$ cat src/rtl/imem_responder_pkg.sv
// ---------------------------------------------------------------------------
// cpu_pkg
//   Shared types and constants for the instruction-fetch responder.
//   - fetch_state_t : responder FSM states
//   - NOP_INSTR     : instruction returned on reset and on any fetch fault
//   - addr_in_range : legal-fetch-window test used on the incoming PC
// ---------------------------------------------------------------------------
package cpu_pkg;

    typedef enum logic [1:0] {
        IDLE,
        FETCH,
        RESP
    } fetch_state_t;

    localparam logic [31:0] NOP_INSTR = 32'h0000_0013;

    // True when base <= addr <= base + 2**aw - 1. Done in 64 bits so a window
    // touching the top of the 32-bit space does not wrap.
    function automatic logic addr_in_range(input logic [31:0]  addr,
                                           input logic [31:0]  base,
                                           input int unsigned  aw);
        logic [63:0] off;
        off = {32'd0, addr} - {32'd0, base};
        return (addr >= base) && ((off >> aw) == 64'd0);
    endfunction

endpackage

$ cat src/rtl/imem_responder_hit_buf.sv
// ---------------------------------------------------------------------------
// imem_hit_buf
//   One-entry {valid, addr, instr} buffer remembering the last good fetch.
//   Only compiled when IMEM_HIT_BUF_EN is defined.
// Ports
//   clk, nRST    : clock (rising edge), asynchronous active-low reset
//   lookup_addr  : address to test against the stored tag
//   hit          : entry valid and tag equals lookup_addr
//   hit_instr    : stored instruction word
//   wr_en        : store {wr_addr, wr_instr} and mark valid
//   wr_addr      : tag to store
//   wr_instr     : instruction to store
//   inv          : clear the valid bit (takes priority over wr_en)
// ---------------------------------------------------------------------------
`ifdef IMEM_HIT_BUF_EN
module imem_hit_buf (
    input  logic        clk,
    input  logic        nRST,
    input  logic [31:0] lookup_addr,
    output logic        hit,
    output logic [31:0] hit_instr,
    input  logic        wr_en,
    input  logic [31:0] wr_addr,
    input  logic [31:0] wr_instr,
    input  logic        inv
);
    import cpu_pkg::*;

    logic        valid_q, valid_d;
    logic [31:0] tag_q,   tag_d;
    logic [31:0] data_q,  data_d;

    always_comb begin
        valid_d = valid_q;
        tag_d   = tag_q;
        data_d  = data_q;
        if (inv) begin
            valid_d = 1'b0;
        end else if (wr_en) begin
            valid_d = 1'b1;
            tag_d   = wr_addr;
            data_d  = wr_instr;
        end
    end

    always_ff @(posedge clk or negedge nRST) begin
        if (!nRST) begin
            valid_q <= 1'b0;
            tag_q   <= '0;
            data_q  <= NOP_INSTR;
        end else begin
            valid_q <= valid_d;
            tag_q   <= tag_d;
            data_q  <= data_d;
        end
    end

    assign hit       = valid_q && (tag_q == lookup_addr);
    assign hit_instr = data_q;

endmodule
`endif

$ cat src/rtl/imem_responder.sv
// ---------------------------------------------------------------------------
// imem_responder
//   Responder side of the instruction-fetch handshake. Latches the PC word
//   address, reads four bytes from a byte-wide memory, assembles them
//   little-endian and returns the word with a one-cycle iready pulse.
//   Misaligned / out-of-range PCs and memory timeouts return NOP with ifault.
//   Optional one-entry hit buffer: define IMEM_HIT_BUF_EN.
// Parameters
//   MEM_AW      : byte-address width of the memory port
//   TIMEOUT_CYC : max cycles waiting for mem_rvalid on one byte
//   BASE_ADDR   : lowest legal fetch address (window is 2**MEM_AW bytes)
// Ports
//   clk, nRST   : clock (rising edge), asynchronous active-low reset
//   PCaddr      : fetch address from the PC (held until after iready)
//   iready      : one-cycle pulse, instr/ifault valid
//   instr       : fetched instruction, holds between pulses
//   ifault      : fetch fault, valid with iready
//   mem_ren     : byte read request, held until mem_rvalid sampled
//   mem_addr    : byte address, stable while mem_ren=1
//   mem_rdata   : read byte, valid with mem_rvalid
//   mem_rvalid  : read data valid (may coincide with the first mem_ren cycle)
// ---------------------------------------------------------------------------
module imem_responder
    import cpu_pkg::*;
#(
    parameter int unsigned MEM_AW      = 16,
    parameter int unsigned TIMEOUT_CYC = 64,
    parameter logic [31:0] BASE_ADDR   = 32'h0
) (
    input  logic              clk,
    input  logic              nRST,
    input  logic [31:0]       PCaddr,
    output logic              iready,
    output logic [31:0]       instr,
    output logic              ifault,
    output logic              mem_ren,
    output logic [MEM_AW-1:0] mem_addr,
    input  logic [7:0]        mem_rdata,
    input  logic              mem_rvalid
);

    localparam int unsigned TO_W = (TIMEOUT_CYC > 1) ? $clog2(TIMEOUT_CYC) : 1;
    localparam logic [TO_W-1:0] TO_LAST = TO_W'(TIMEOUT_CYC - 1);

    fetch_state_t    state_q,   state_d;
    logic [31:0]     addr_q,    addr_d;
    logic [1:0]      cnt_q,     cnt_d;
    logic [TO_W-1:0] tcnt_q,    tcnt_d;
    logic [23:0]     asm_q,     asm_d;
    logic [31:0]     instr_q,   instr_d;
    logic            ifault_q,  ifault_d;
    logic            iready_q,  iready_d;
    logic            mem_ren_q, mem_ren_d;

    logic            buf_wr;
    logic            buf_inv;
    logic            hit;
    logic [31:0]     hit_instr;
    logic [31:0]     fetch_word;

    // The last byte goes straight into the output word; only bytes 0..2
    // need to be parked in the assembly register.
    assign fetch_word = {mem_rdata, asm_q};

`ifdef IMEM_HIT_BUF_EN
    imem_hit_buf u_hit_buf (
        .clk         (clk),
        .nRST        (nRST),
        .lookup_addr (PCaddr),
        .hit         (hit),
        .hit_instr   (hit_instr),
        .wr_en       (buf_wr),
        .wr_addr     (addr_q),
        .wr_instr    (fetch_word),
        .inv         (buf_inv)
    );
`else
    logic buf_unused;
    assign hit        = 1'b0;
    assign hit_instr  = NOP_INSTR;
    assign buf_unused = buf_wr ^ buf_inv;
`endif

    always_comb begin
        state_d   = state_q;
        addr_d    = addr_q;
        cnt_d     = cnt_q;
        tcnt_d    = tcnt_q;
        asm_d     = asm_q;
        instr_d   = instr_q;
        ifault_d  = ifault_q;
        iready_d  = 1'b0;
        mem_ren_d = 1'b0;
        buf_wr    = 1'b0;
        buf_inv   = 1'b0;

        unique case (state_q)
            IDLE: begin
                addr_d = PCaddr;
                cnt_d  = '0;
                tcnt_d = '0;
                if ((PCaddr[1:0] != 2'b00) || !addr_in_range(PCaddr, BASE_ADDR, MEM_AW)) begin
                    state_d  = RESP;
                    iready_d = 1'b1;
                    ifault_d = 1'b1;
                    instr_d  = NOP_INSTR;
                    buf_inv  = 1'b1;
                end else if (hit) begin
                    state_d  = RESP;
                    iready_d = 1'b1;
                    ifault_d = 1'b0;
                    instr_d  = hit_instr;
                end else begin
                    state_d   = FETCH;
                    mem_ren_d = 1'b1;
                end
            end

            FETCH: begin
                // A moved PC means the requester gave up on this fetch.
                if (PCaddr != addr_q) begin
                    state_d = IDLE;
                    cnt_d   = '0;
                    tcnt_d  = '0;
                end else if (mem_rvalid) begin
                    tcnt_d = '0;
                    cnt_d  = cnt_q + 2'd1;
                    if (cnt_q == 2'd3) begin
                        state_d  = RESP;
                        iready_d = 1'b1;
                        ifault_d = 1'b0;
                        instr_d  = fetch_word;
                        buf_wr   = 1'b1;
                    end else begin
                        mem_ren_d = 1'b1;
                        case (cnt_q)
                            2'd0:    asm_d[7:0]   = mem_rdata;
                            2'd1:    asm_d[15:8]  = mem_rdata;
                            default: asm_d[23:16] = mem_rdata;
                        endcase
                    end
                end else if (tcnt_q == TO_LAST) begin
                    state_d  = RESP;
                    iready_d = 1'b1;
                    ifault_d = 1'b1;
                    instr_d  = NOP_INSTR;
                    buf_inv  = 1'b1;
                end else begin
                    tcnt_d    = tcnt_q + 1'b1;
                    mem_ren_d = 1'b1;
                end
            end

            RESP: begin
                state_d = IDLE;
            end

            default: begin
                state_d = IDLE;
            end
        endcase
    end

    always_ff @(posedge clk or negedge nRST) begin
        if (!nRST) begin
            state_q   <= IDLE;
            addr_q    <= '0;
            cnt_q     <= '0;
            tcnt_q    <= '0;
            asm_q     <= '0;
            instr_q   <= NOP_INSTR;
            ifault_q  <= 1'b0;
            iready_q  <= 1'b0;
            mem_ren_q <= 1'b0;
        end else begin
            state_q   <= state_d;
            addr_q    <= addr_d;
            cnt_q     <= cnt_d;
            tcnt_q    <= tcnt_d;
            asm_q     <= asm_d;
            instr_q   <= instr_d;
            ifault_q  <= ifault_d;
            iready_q  <= iready_d;
            mem_ren_q <= mem_ren_d;
        end
    end

    assign iready   = iready_q;
    assign instr    = instr_q;
    assign ifault   = ifault_q;
    assign mem_ren  = mem_ren_q;
    assign mem_addr = addr_q[MEM_AW-1:0] + MEM_AW'(cnt_q);

endmodule

$ cat config.mk
export PLATFORM = sky130hd
export DESIGN_NAME = imem_responder
export DESIGN_NICKNAME = d
export VERILOG_FILES = /design/src/rtl/imem_responder_pkg.sv /design/src/rtl/imem_responder_hit_buf.sv /design/src/rtl/imem_responder.sv
export SDC_FILE = /design/constraint.sdc
export NUM_CORES = 1
export LEC_CHECK = 0
export BUFFER_PORTS_ARGS = -buffer_cell sky130_fd_sc_hd__buf_2
export CAP_MARGIN = 20
export CORE_ASPECT_RATIO = 0.8
export CORE_MARGIN = 5
export CORE_UTILIZATION = 50
export DETAILED_ROUTE_END_ITERATION = 12
export GPL_TIMING_DRIVEN = 0
export PLACE_DENSITY_LB_ADDON = 0.08
export REMOVE_ABC_BUFFERS = 1
export SLEW_MARGIN = 10
export SYNTH_ARGS = -nofsm -noshare
export SYNTH_HDL_FRONTEND = slang
export SYNTH_SLANG_ARGS = --single-unit
$ cat constraint.sdc
create_clock -name clk -period 1.96 [get_ports clk]
set_clock_uncertainty 0.05 [all_clocks]
set_input_delay 0.392 -clock clk [delete_from_list [all_inputs] [get_ports clk]]
set_output_delay 0.392 -clock clk [all_outputs]
set_load 0.02 [all_outputs]
Word level (Yosys, flattened, before mapping)
Cells that the tools add are included.
Widths: inputs -> output; s select.
{"block": "totals", "ff_bits": 101, "latch_bits": 0, "ram_bits": 0, "rom_bits": 0, "wordCells": 84, "mem_count": 0}
{"block": "op_classes", "addsub": 3, "multipliers": 0, "n_div": 0, "n_lt_le_gt_ge": 1, "n_eq_ne": 13, "shifts": 0, "muxes": 37, "bitwise_logic": 3, "n_reduce_logical": 16}
{"op": "$mux 32", "n": 5}
{"op": "$logic_not 64->1", "n": 1}
{"op": "$pmux 32 s2", "n": 1}
{"op": "$ge 32x1->1 const B", "n": 1}
{"op": "$ne 32x32->1", "n": 1}
{"op": "$reduce_and 5->1", "n": 4}
{"op": "$mux 6", "n": 3}
{"op": "$add 16x2->16", "n": 1}
{"op": "$mux 1", "n": 15}
{"op": "$mux 2", "n": 7}
{"op": "$ne 4x4->1 const B", "n": 3}
{"op": "$pmux 6 s2", "n": 1}
{"op": "$ne 3x3->1 const B", "n": 3}
{"op": "$pmux 2 s2", "n": 2}
{"op": "$add 6x1->6 const B", "n": 1}
{"op": "$eq 6x6->1 const B", "n": 1}
{"op": "$pmux 1 s2", "n": 3}
{"op": "$reduce_and 2->1", "n": 3}
{"op": "$eq 2x1->1 const B", "n": 2}
{"op": "$logic_not 2->1", "n": 2}
{"op": "$ne 2x2->1 const B", "n": 2}
{"op": "$reduce_bool 2->1", "n": 2}
{"op": "$not 1->1", "n": 3}
{"op": "$add 2x1->2 const B", "n": 1}
{"op": "5 further kinds", "n": 5}

Depth between registers and ports, before layout
Gate-level depths: netlist (run 1).
{"block": "depth", "word_depth": 6, "depth_mapped": 8, "ltp_nobuf": 7}

Least setup slack after synthesis (run 1)
Ideal clock, no wire load.
{"block": "synth_path", "kind": "reg-to-output", "startpoint": "register addr_q[0]", "endpoint": "output mem_addr[10]", "t_arrival_ps": 1907, "required_time_ps": 1518, "slack_ps": -389, "stages_incl_launch_ff": 8, "path_cell_list": "dfrtp_1 > ha_1 > fa_1 > and3_1 > nand3_1 > inv_1 > and3_1 > xor2_1"}
{"block": "synth_via", "elab_chain_cells": 1}
{"element": "from (decl)", "line": "imem_responder.sv:46", "text": "logic [31:0] addr_q, addr_d;"}
{"element": "from (signal assigned)", "line": "imem_responder.sv:177", "text": "addr_q <= addr_d;"}
{"element": "$add 16x2->16", "line": "imem_responder.sv:192", "text": "assign mem_addr = addr_q[MEM_AW-1:0] + MEM_AW'(cnt_q);"}
{"element": "to (decl)", "line": "imem_responder.sv:37", "text": "output logic [MEM_AW-1:0] mem_addr,"}
No other way between the ends.

Worst setup path in the final report (run 1)
{"block": "layout_path", "startpoint": "register cnt_q[0]", "endpoint": "output mem_addr[10]"}
{"block": "layout_via", "elab_chain_cells": 1}
{"element": "from (decl)", "line": "imem_responder.sv:47", "text": "logic [1:0] cnt_q, cnt_d;"}
{"element": "from (signal assigned)", "line": "imem_responder.sv:178", "text": "cnt_q <= cnt_d;"}
{"element": "$add 16x2->16", "line": "imem_responder.sv:192"}
No other way between the ends.

==> results of run 1 <==
## registers in the layout (all words and copies together), names as in the netlist
signal   flops
iready       1
mem_ren      1
asm_q       24
cnt_q        2
ifault       1
instr       32
tcnt_q       6
state_q      2
addr_q      32
## area by class of cell
class,instances,area share (%)
multi-input cells,310,38.9
flip-flops and latches,101,37.7
repair buffers,139,15.4
clock buffers,9,3.34
well taps,136,2.53
clock inverters,7,1.82
inverters,5,0.279
## final timing paths
| path | start | end | slack (ns) | cells past startpoint |
|---|---|---|---|---|
| max | cnt_q[0] | mem_addr[10] | -0.62 | 8 |
| min | PCaddr[15] | addr_q[15] | 0.26 | 2 |
| max reg2reg | addr_q[12] | asm_q[6] | -0.20 | 8 |
| min reg2reg | asm_q[18] | asm_q[18] | 0.46 | 1 |
| max in group asynchronous | nRST | instr[1] | 0.68 | 3 |
| min in group asynchronous | nRST | addr_q[30] | 0.51 | 2 |
## repair_timing
item	CTS	global route
resized for setup	51	31
buffers inserted	34	8
setup endpoints to repair	84	84
gates cloned	3	0
pin swaps	23	19
hold buffers	1	0
hold endpoints to repair	49	0
## logic make-up after synthesis
kind of cell,count (synthesis),synth area share [%]
xor+xnor,46,7.98
compound gates,21,2.93
buf+inv,21,2.58
flops,101,50.2
simple gates,145,15.0
fa+ha+maj,7,1.88
mux,91,19.5
## power by group through the flow
stage / Clock, mW / Combinational [mW] / Sequential [mW]
after global placement: 0 / 0.284 / 2.19
after global routing: 2.18 / 0.372 / 2.16
after detailed placement: 0 / 0.299 / 2.20
after CTS: 2.09 / 0.333 / 2.16
after floorplan: 0 / 0.141 / 2.19
final: 2.05 / 0.341 / 2.16
## layer usage
layer / up-vias / part of all wire, % / GRT usage (%)
met5: - / 0 / 0
met4: 0 / 0.90 / 4.82
met3: 13 / 4.2 / 4.56
met2: 76 / 49 / 32.6
met1: 1876 / 46 / 29.0
li1: 1765 / - / -
## synth_stat cells, drive strengths merged (2+ instances only)
| library cell | instances |
|---|---|
| a21oi | 3 |
| a31oi | 3 |
| and2 | 2 |
| and3 | 6 |
| buf | 4 |
| clkbuf | 12 |
| dfrtp | 98 |
| dfstp | 3 |
| ha | 6 |
| inv | 5 |
| mux2 | 57 |
| mux2i | 34 |
| nand2 | 77 |
| nand2b | 2 |
| nand3 | 11 |
| nand4 | 10 |
| nor2 | 14 |
| nor2b | 5 |
| nor3 | 4 |
| nor3b | 4 |
| nor4 | 5 |
| o21ai | 5 |
| o31ai | 5 |
| xnor2 | 41 |
| xor2 | 5 |
## worst max-delay path: stages (launching register included)
cell and delay [ns]:
dfrtp_1 0.39, ha_2 0.21, fa_2 0.38, and3_4 0.21, nand3_4 0.10, inv_2 0.04
and3_4 0.18, xor2_2 0.15, buf_6 0.14
## per-stage QoR
step / TNS, ns / utilization [%] / instances / cell area, sq um
3_5_place_dp: -62.39 / 58.4 / 650 / 5700
3_3_place_gp: -233.51 / 57.0 / 645 / 5570
2_1_floorplan: -71.12 / - / 416 / 4930
4_1_cts: -17.11 / 68.1 / 704 / 6650
5_1_grt: -21.79 / 69.0 / 707 / 6740
6_report: -14.06 / 69.0 / 707 / 6740
==> results.yml, run 1 <==
timing:
  rsz0062_at_grt: "true"
  drv_slew: 0
  hold_viol_final: 0
  period_needed_ns: 2.58
  setup_ws_ns: -0.616
  maxSlewHeadroom_pct: 54.5
  holdWs_ns: 0.257
  setup_viol: 81
  worst_pin_slew_ns: 0.677
  finalCritPeriodShare_pct: 131
  fmax_ghz: 0.388
yosys:
  synth_area_leaders: "dfrtp_1 49%, mux2_2 13%, xnor2_1 7.1%, mux2i_1 6.7%, nand2_1 5.7%"
  synth_top_area_share_pct: 48.6
  synth.distinct_cells: 43
  yosysSeqAreaShare_pct: 50.2
  synth_edf_count: 0
  synth-main-ff-cell: "dfrtp_1"
  yosys_warnings: 0
  synthArstFlopShare_pct: 100
  syn_avg_cell_area_sq_um: 11.7
  synth_area_sq_um: 5050
  ys_ff_latch: 101
  synth_cells: 432
  synth_top_area_cell: "dfrtp_1"
placement:
  gp_congestion: 0.755
  place_hpwl_mm: 7.81
  dp_worst_setup_slack_ns: -1.22
  portBuffers: 93
power:
  clockPowerShare_pct: 45.0
  powerDensity_nw_per_um2: 676
  vdd_ir_drop_max_uv: 579
  p_int_mw: 3.54
  p_leak_nw: 3.27
  fin_total_pwr_mw: 4.55
  switching_share_pct: 22.3
  p_seq_share_pct: 47.5
  combinationalPowerShare_pct: 7.5
  power.switching_mw: 1.01
floorplan:
  die_w_microns: 122
  die_h_microns: 99.9
  ios: 94
  rows: 32
  initial_core_util_pct: 51.7
  dieArea_sq_um: 12200
  coreArea_sq_um: 9770
route:
  wl_per_cell_microns: 17.2
  num_vias: 3730
  via_per_inst: 5.28
  wirelength_mm: 12.2
  drcViolationCount: 0
  drtPass1Iterations: 4
  drt_iter0_markers: 180
  ant_nets: 0
layout:
  layout_common_cells: "90 x dfrtp_1, 81 x buf_2, 75 x nand2_1"
  areaGrowthSynthToFinish_pct: 33.5
  layout.nets: 616
  ff_latch_area_sq_um: 2540
  drive_above_1_share_pct: 46.4
  final_common_cell: "dfrtp_1"
  multi_input_area_sq_um: 2620
  fillers: 773
  num_antenna_cells: 0
job:
  drv_cap: 0
outcome:
  run_status: "complete, but fails checks"
  violations: "setup timing"
critical_path:
  critPathKind: "reg -> out"
  end_kind: "output port"
  cp_max_fo: 3
  crit_arrival_ns: 2.13
  start_kind: "flop"
  crit_required_ns: 1.52
clocking:
  htree_levels: 3
  root_buffer: "clkbuf_16"
  numCtsBuffers: 9
  clock_latency_ns: 0.34
  cts_max_path_buffers: 2
  numClockSinks: 101
  cts.reportedPaths.clkPinSlew_ns: 0.07
  cts_tree: "built"
worst_hold_path:
  hold_class: "in -> reg"
global_route:
  antenna_found_initial: 0
  grt_max_degree: 53
  track_usage_pct: 20.5
  grt-ovfl-total: 0
  grt_pass1_wl_mm: 19.7
  grt_pass1_vias: 3861
(Power assumes the default switching activity.)
==> inputs of run 2 (changes only) <==
Settings changed: SETUP_SLACK_MARGIN from default to 0.1.
==> run 2 against run 1 <==
  * The flow still finishes with violations (setup timing)
  * Flip-flop and latch count unchanged
  * Core utilization increased by 3.1 points
  * First-iteration DRC count rose by 12%
  * Via count rose by 1.2%
  * Sequential power about the same
  * Cell count rose by 1.8%
  * Fmax fell by 2.0%
  * Register-to-register slack lost 0.07 ns
  * Power grew 0.83%
  * Sequential share of layout area decreased by 1.6 points
  * Combinational power rose by 7.9%
  * Final area increased by 4.5%
  * Critical path type unchanged
  * Critical endpoint unchanged
==> results.yml, run 2 (synthesis results as in run 1) <==
outcome:
  run_status: "complete, but fails checks"
  violations: "setup timing"
global_route:
  grt-ovfl-total: 0
  grt_max_degree: 53
  grt_pass1_vias: 3885
  grt_pass1_wl_mm: 19.9
  antenna_found_initial: 0
  track_usage_pct: 20.7
layout:
  layout.nets: 629
  drive_above_1_share_pct: 51.4
  areaGrowthSynthToFinish_pct: 39.5
  num_antenna_cells: 0
  fillers: 720
  final_util_pct: 72.0
  final_area_sq_um: 7040
  final_common_cell: "dfrtp_1"
  layout_common_cells: "87 x dfrtp_1, 77 x buf_2, 70 x nand2_1"
power:
  powerDensity_nw_per_um2: 652
  p_leak_nw: 3.42
  fin_total_pwr_mw: 4.59
  vdd_ir_drop_max_uv: 584
floorplan:
  die_h_microns: 99.9
  initial_core_util_pct: 51.7
  die_w_microns: 122
  coreArea_sq_um: 9770
  rows: 32
  dieArea_sq_um: 12200
  ios: 94
placement:
  place_area_sq_um: 5700
  dp_worst_setup_slack_ns: -1.22
  portBuffers: 93
  gp_congestion: 0.755
  place_hpwl_mm: 7.81
clocking:
  cts.reportedPaths.clkPinSlew_ns: 0.07
  numClockSinks: 101
  cts_tree: "built"
  cts_max_path_buffers: 2
  root_buffer: "clkbuf_16"
  numCtsBuffers: 9
  clock_latency_ns: 0.35
  htree_levels: 3
critical_path:
  crit_required_ns: 1.52
  crit_arrival_ns: 2.19
  cp_max_fo: 3
  critPathKind: "reg -> out"
  start_kind: "flop"
  end_kind: "output port"
route:
  drt_iter0_markers: 201
  num_vias: 3774
  wl_per_cell_microns: 17.9
  drcViolationCount: 0
  ant_nets: 0
  drtPass1Iterations: 5
  wirelength_mm: 12.9
  via_per_inst: 5.24
timing:
  setup_ws_ns: -0.670
  hold_viol_final: 0
  rsz0062_at_grt: "true"
  maxSlewHeadroom_pct: 51.9
  worst_pin_slew_ns: 0.714
  setup_viol: 82
  fmax_ghz: 0.380
  period_needed_ns: 2.63
  finalCritPeriodShare_pct: 134
  finalSetupTns_ns: -20.49
  drv_slew: 0
worst_hold_path:
  hold_class: "in -> reg"
job:
  drv_cap: 0
## run 2: cell count changes in the layout (fill, tap and decap cells not counted), sizes merged
cell    delta
clkbuf     +1
buf       +12
## run 2: cell type report
class / instances / area, sq um / area share (%)
clock inverters: 7 / 123 / 1.74
well taps: 136 / 170 / 2.42
multi-input cells: 310 / 2750 / 39.1
repair buffers: 152 / 1200 / 17.1
flip-flops and latches: 101 / 2540 / 36.2
clock buffers: 9 / 225 / 3.20
inverters: 5 / 18.8 / 0.267
## run 2: metal layers
layer  vias up  part of all wire (%)  global-route usage (%)
met5         -                     0                       0
met4         0                   1.6                    4.99
met3        18                   4.1                    4.56
met2        77                    48                    33.4
met1      1893                    46                    28.8
li1       1786                     -                       -
## run 2: worst max-delay path, cell delays in order, from the launching register on
cell and delay [ns]:
dfrtp_1 0.40, ha_2 0.22, fa_2 0.38, and3_4 0.21, nand3_4 0.10, inv_2 0.05, and3_4 0.18, xor2_2 0.16
buf_6 0.15
## run 2: path summary, 6_finish.rpt
path	startpoint	to	slack, ns	depth (start not counted)
max in group asynchronous	nRST	instr[1]	0.68	3
min in group asynchronous	nRST	addr_q[30]	0.51	2
min reg2reg	asm_q[0]	asm_q[0]	0.46	1
max reg2reg	addr_q[2]	instr[1]	-0.27	9
min	PCaddr[4]	addr_q[4]	0.25	2
max	cnt_q[0]	mem_addr[10]	-0.67	8
## run 2: report_power, final
| group | total (mW) | leakage (nW) | internal (mW) | switching [mW] |
|---|---|---|---|---|
| Sequential | 2.17 | 1.30 | 2.12 | 0.0465 |
| Combinational | 0.368 | 1.95 | 0.180 | 0.188 |
| Clock | 2.06 | 0.168 | 1.26 | 0.800 |
| Total | 4.59 | 3.42 | 3.56 | 1.03 |
## run 2: repair_timing
action	in CTS	in global routing
setup endpoints to repair	84	84
setup buffers	35	19
pin swaps	24	26
hold buffers	1	0
cloned	3	1
hold endpoints to repair	49	0
gates resized for setup	61	53
## run 2: stage by stage
stage                     cells  hold slack, ns
after floorplan             416          0.0464
after global placement      645           0.438
after detailed placement    650           0.319
after CTS                   705           0.246
after global routing        720           0.259
final                       720           0.254
==> inputs of run 3 (changes only) <==
--- a/constraint.sdc
+++ b/constraint.sdc
@@ -4,2 +4,2 @@
 set_output_delay 0.392 -clock clk [all_outputs]
-set_load 0.02 [all_outputs]
+set_load 0.05 [all_outputs]
==> run 3 against run 2 <==
  * The run still ends with setup timing left
  * Critical path type unchanged
  * Core utilization down 0.60 points
  * Die area stayed put
  * Count of clock-buffer cells in the layout unchanged
  * Clock power is essentially flat
==> results.yml, run 3 (synthesis results as in run 1) <==
global_route:
  busiest_layer: "met2"
  grt_max_degree: 53
  grt_util_met1_pct: 29.0
  grt_use_met3_pct: 4.62
  grt_pass1_vias: 3911
  grt_pass1_wl_mm: 20.0
  met2_usage_pct: 33.1
  grt-ovfl-total: 0
  antenna_found_initial: 0
  track_usage_pct: 20.8
clocking:
  cts.reportedPaths.clkPinSlew_ns: 0.07
  clock_latency_ns: 0.34
  htree_levels: 3
  root_buffer: "clkbuf_16"
  numClockSinks: 101
  cts_max_path_buffers: 2
  cts_tree: "built"
  numCtsBuffers: 9
critical_path:
  start_kind: "flop"
  crit_slowest_cell: "dfrtp_1"
  worstPathCellList: "ha_4 > fa_2 > and3_4 > nand3_4 > inv_2 > and3_4 > xor2_1 > buf_4"
  slowest_delay_ns: 0.41
  crit_arrival_ns: 2.21
  ff2ff_setup_slack_ns: -0.29
  critPathKind: "reg -> out"
  crit_family: "adder cells"
  r2r_cells: 11
  end_kind: "output port"
  crit_required_ns: 1.52
  regToRegStartpoint: "addr_q[0]"
  cp_max_fo: 3
  rr_endpoint: "instr[1]"
  cpMostUsedCell: "and3_4"
  crit_buf_inv: 2
route:
  drt_iter0_markers: 232
  wirelength_mm: 12.6
  wl_per_cell_microns: 17.5
  drtPass1Iterations: 4
  via_per_inst: 5.27
  ant_nets: 0
  drcViolationCount: 0
  num_vias: 3785
timing:
  holdWs_ns: 0.256
  maxSlewHeadroom_pct: 52.7
  hold_viol_final: 0
  finalCritPeriodShare_pct: 135
  fmax_ghz: 0.377
  rsz0062_at_grt: "true"
  setup_ws_ns: -0.690
  setup_viol: 84
  drv_slew: 0
  period_needed_ns: 2.65
  worst_pin_slew_ns: 0.704
floorplan:
  die_w_microns: 122
  initial_core_util_pct: 51.7
  dieArea_sq_um: 12200
  ios: 94
  die_h_microns: 99.9
  rows: 32
  coreArea_sq_um: 9770
worst_hold_path:
  hold_depth: 2
  hold_class: "in -> reg"
  hold_path_startpoint: "PCaddr[4]"
  whs_endpoint: "addr_q[4]"
layout:
  ff_latch_area_sq_um: 2540
  final_area_sq_um: 6980
  fillers: 711
  layout.nets: 627
  instances_no_fill: 718
  multi_input_area_sq_um: 2690
  areaGrowthSynthToFinish_pct: 38.3
  layout_common_cells: "87 x dfrtp_1, 77 x buf_2, 72 x nand2_1"
  num_antenna_cells: 0
  final_common_cell: "dfrtp_1"
  drive_above_1_share_pct: 49.5
job:
  drv_cap: 0
placement:
  dp_worst_setup_slack_ns: -1.22
  portBuffers: 93
  place_hpwl_mm: 7.81
  place_inst: 650
  gp_congestion: 0.755
  place_area_sq_um: 5700
outcome:
  violations: "setup timing"
  run_status: "complete, but fails checks"
power:
  p_leak_nw: 3.39
  fin_total_pwr_mw: 4.61
  powerDensity_nw_per_um2: 660
  vdd_ir_drop_max_uv: 582
-- run 3: cell types whose count changed in the layout (fill, tap and decap cells not counted), sizes merged --
cell / change
buf: -2
-- run 3: through the flow --
| step | util (%) | setup TNS, ns |
|---|---|---|
| 2_1_floorplan | - | -76.31 |
| 3_5_place_dp | 58.4 | -63.49 |
| 6_report | 71.4 | -21.72 |
| 5_1_grt | 71.4 | -28.68 |
| 4_1_cts | 68.6 | -18.16 |
| 3_3_place_gp | 57.0 | -234.60 |
-- run 3: how the worst max path moves through the flow --
stage / from / endpoint / cells after the start
2_1_floorplan: state_q[1] / ifault / 4
3_3_place_gp: state_q[1] / ifault / 4
3_5_place_dp: PCaddr[14] / instr[11] / 7
4_1_cts: cnt_q[0] / mem_addr[10] / 8
5_1_grt: addr_q[1] / mem_addr[13] / 7
6_report: addr_q[0] / mem_addr[10] / 8
-- run 3: where the power goes --
part           total (mW)  switching [mW]  internal, mW  leakage [nW]
logic               0.396           0.222         0.175          1.92
registers            2.16          0.0440          2.12          1.30
clock network        2.05           0.794          1.26         0.168
total                4.61            1.06          3.55          3.39
-- run 3: cell type report --
| type | count | share of cell area, % |
|---|---|---|
| sequential | 101 | 36.5 |
| clock inverter | 7 | 1.76 |
| clock buffer | 9 | 3.23 |
| timing repair buffer | 150 | 17.3 |
| inverter | 5 | 0.269 |
| multi-input combinational | 310 | 38.6 |
| tap | 136 | 2.44 |
-- run 3: routing by layer --
| layer | vias to the layer above | share of wire [%] |
|---|---|---|
| met1 | 1894 | 46 |
| met5 | - | 0 |
| met2 | 84 | 48 |
| li1 | 1792 | - |
| met3 | 15 | 4.7 |
| met4 | 0 | 1.2 |
-- run 3: worst reg2reg max path, cell delays in order (launching register included) --
cell and delay [ns]:
dfrtp_1 0.41, buf_4 0.15, buf_6 0.12, xnor2_4 0.13, nand4_1 0.20, buf_4 0.20
buf_4 0.13, nor2_4 0.09, nand3_4 0.17, buf_12 0.19, clkbuf_16 0.16, mux2i_1 0.16
-- run 3: timing repair --
action	CTS	global route
hold buffers	1	0
resized for setup	65	43
setup buffers	36	14
cloned	3	1
pin swaps	24	24
hold endpoints to repair	49	0
setup endpoints to repair	84	84
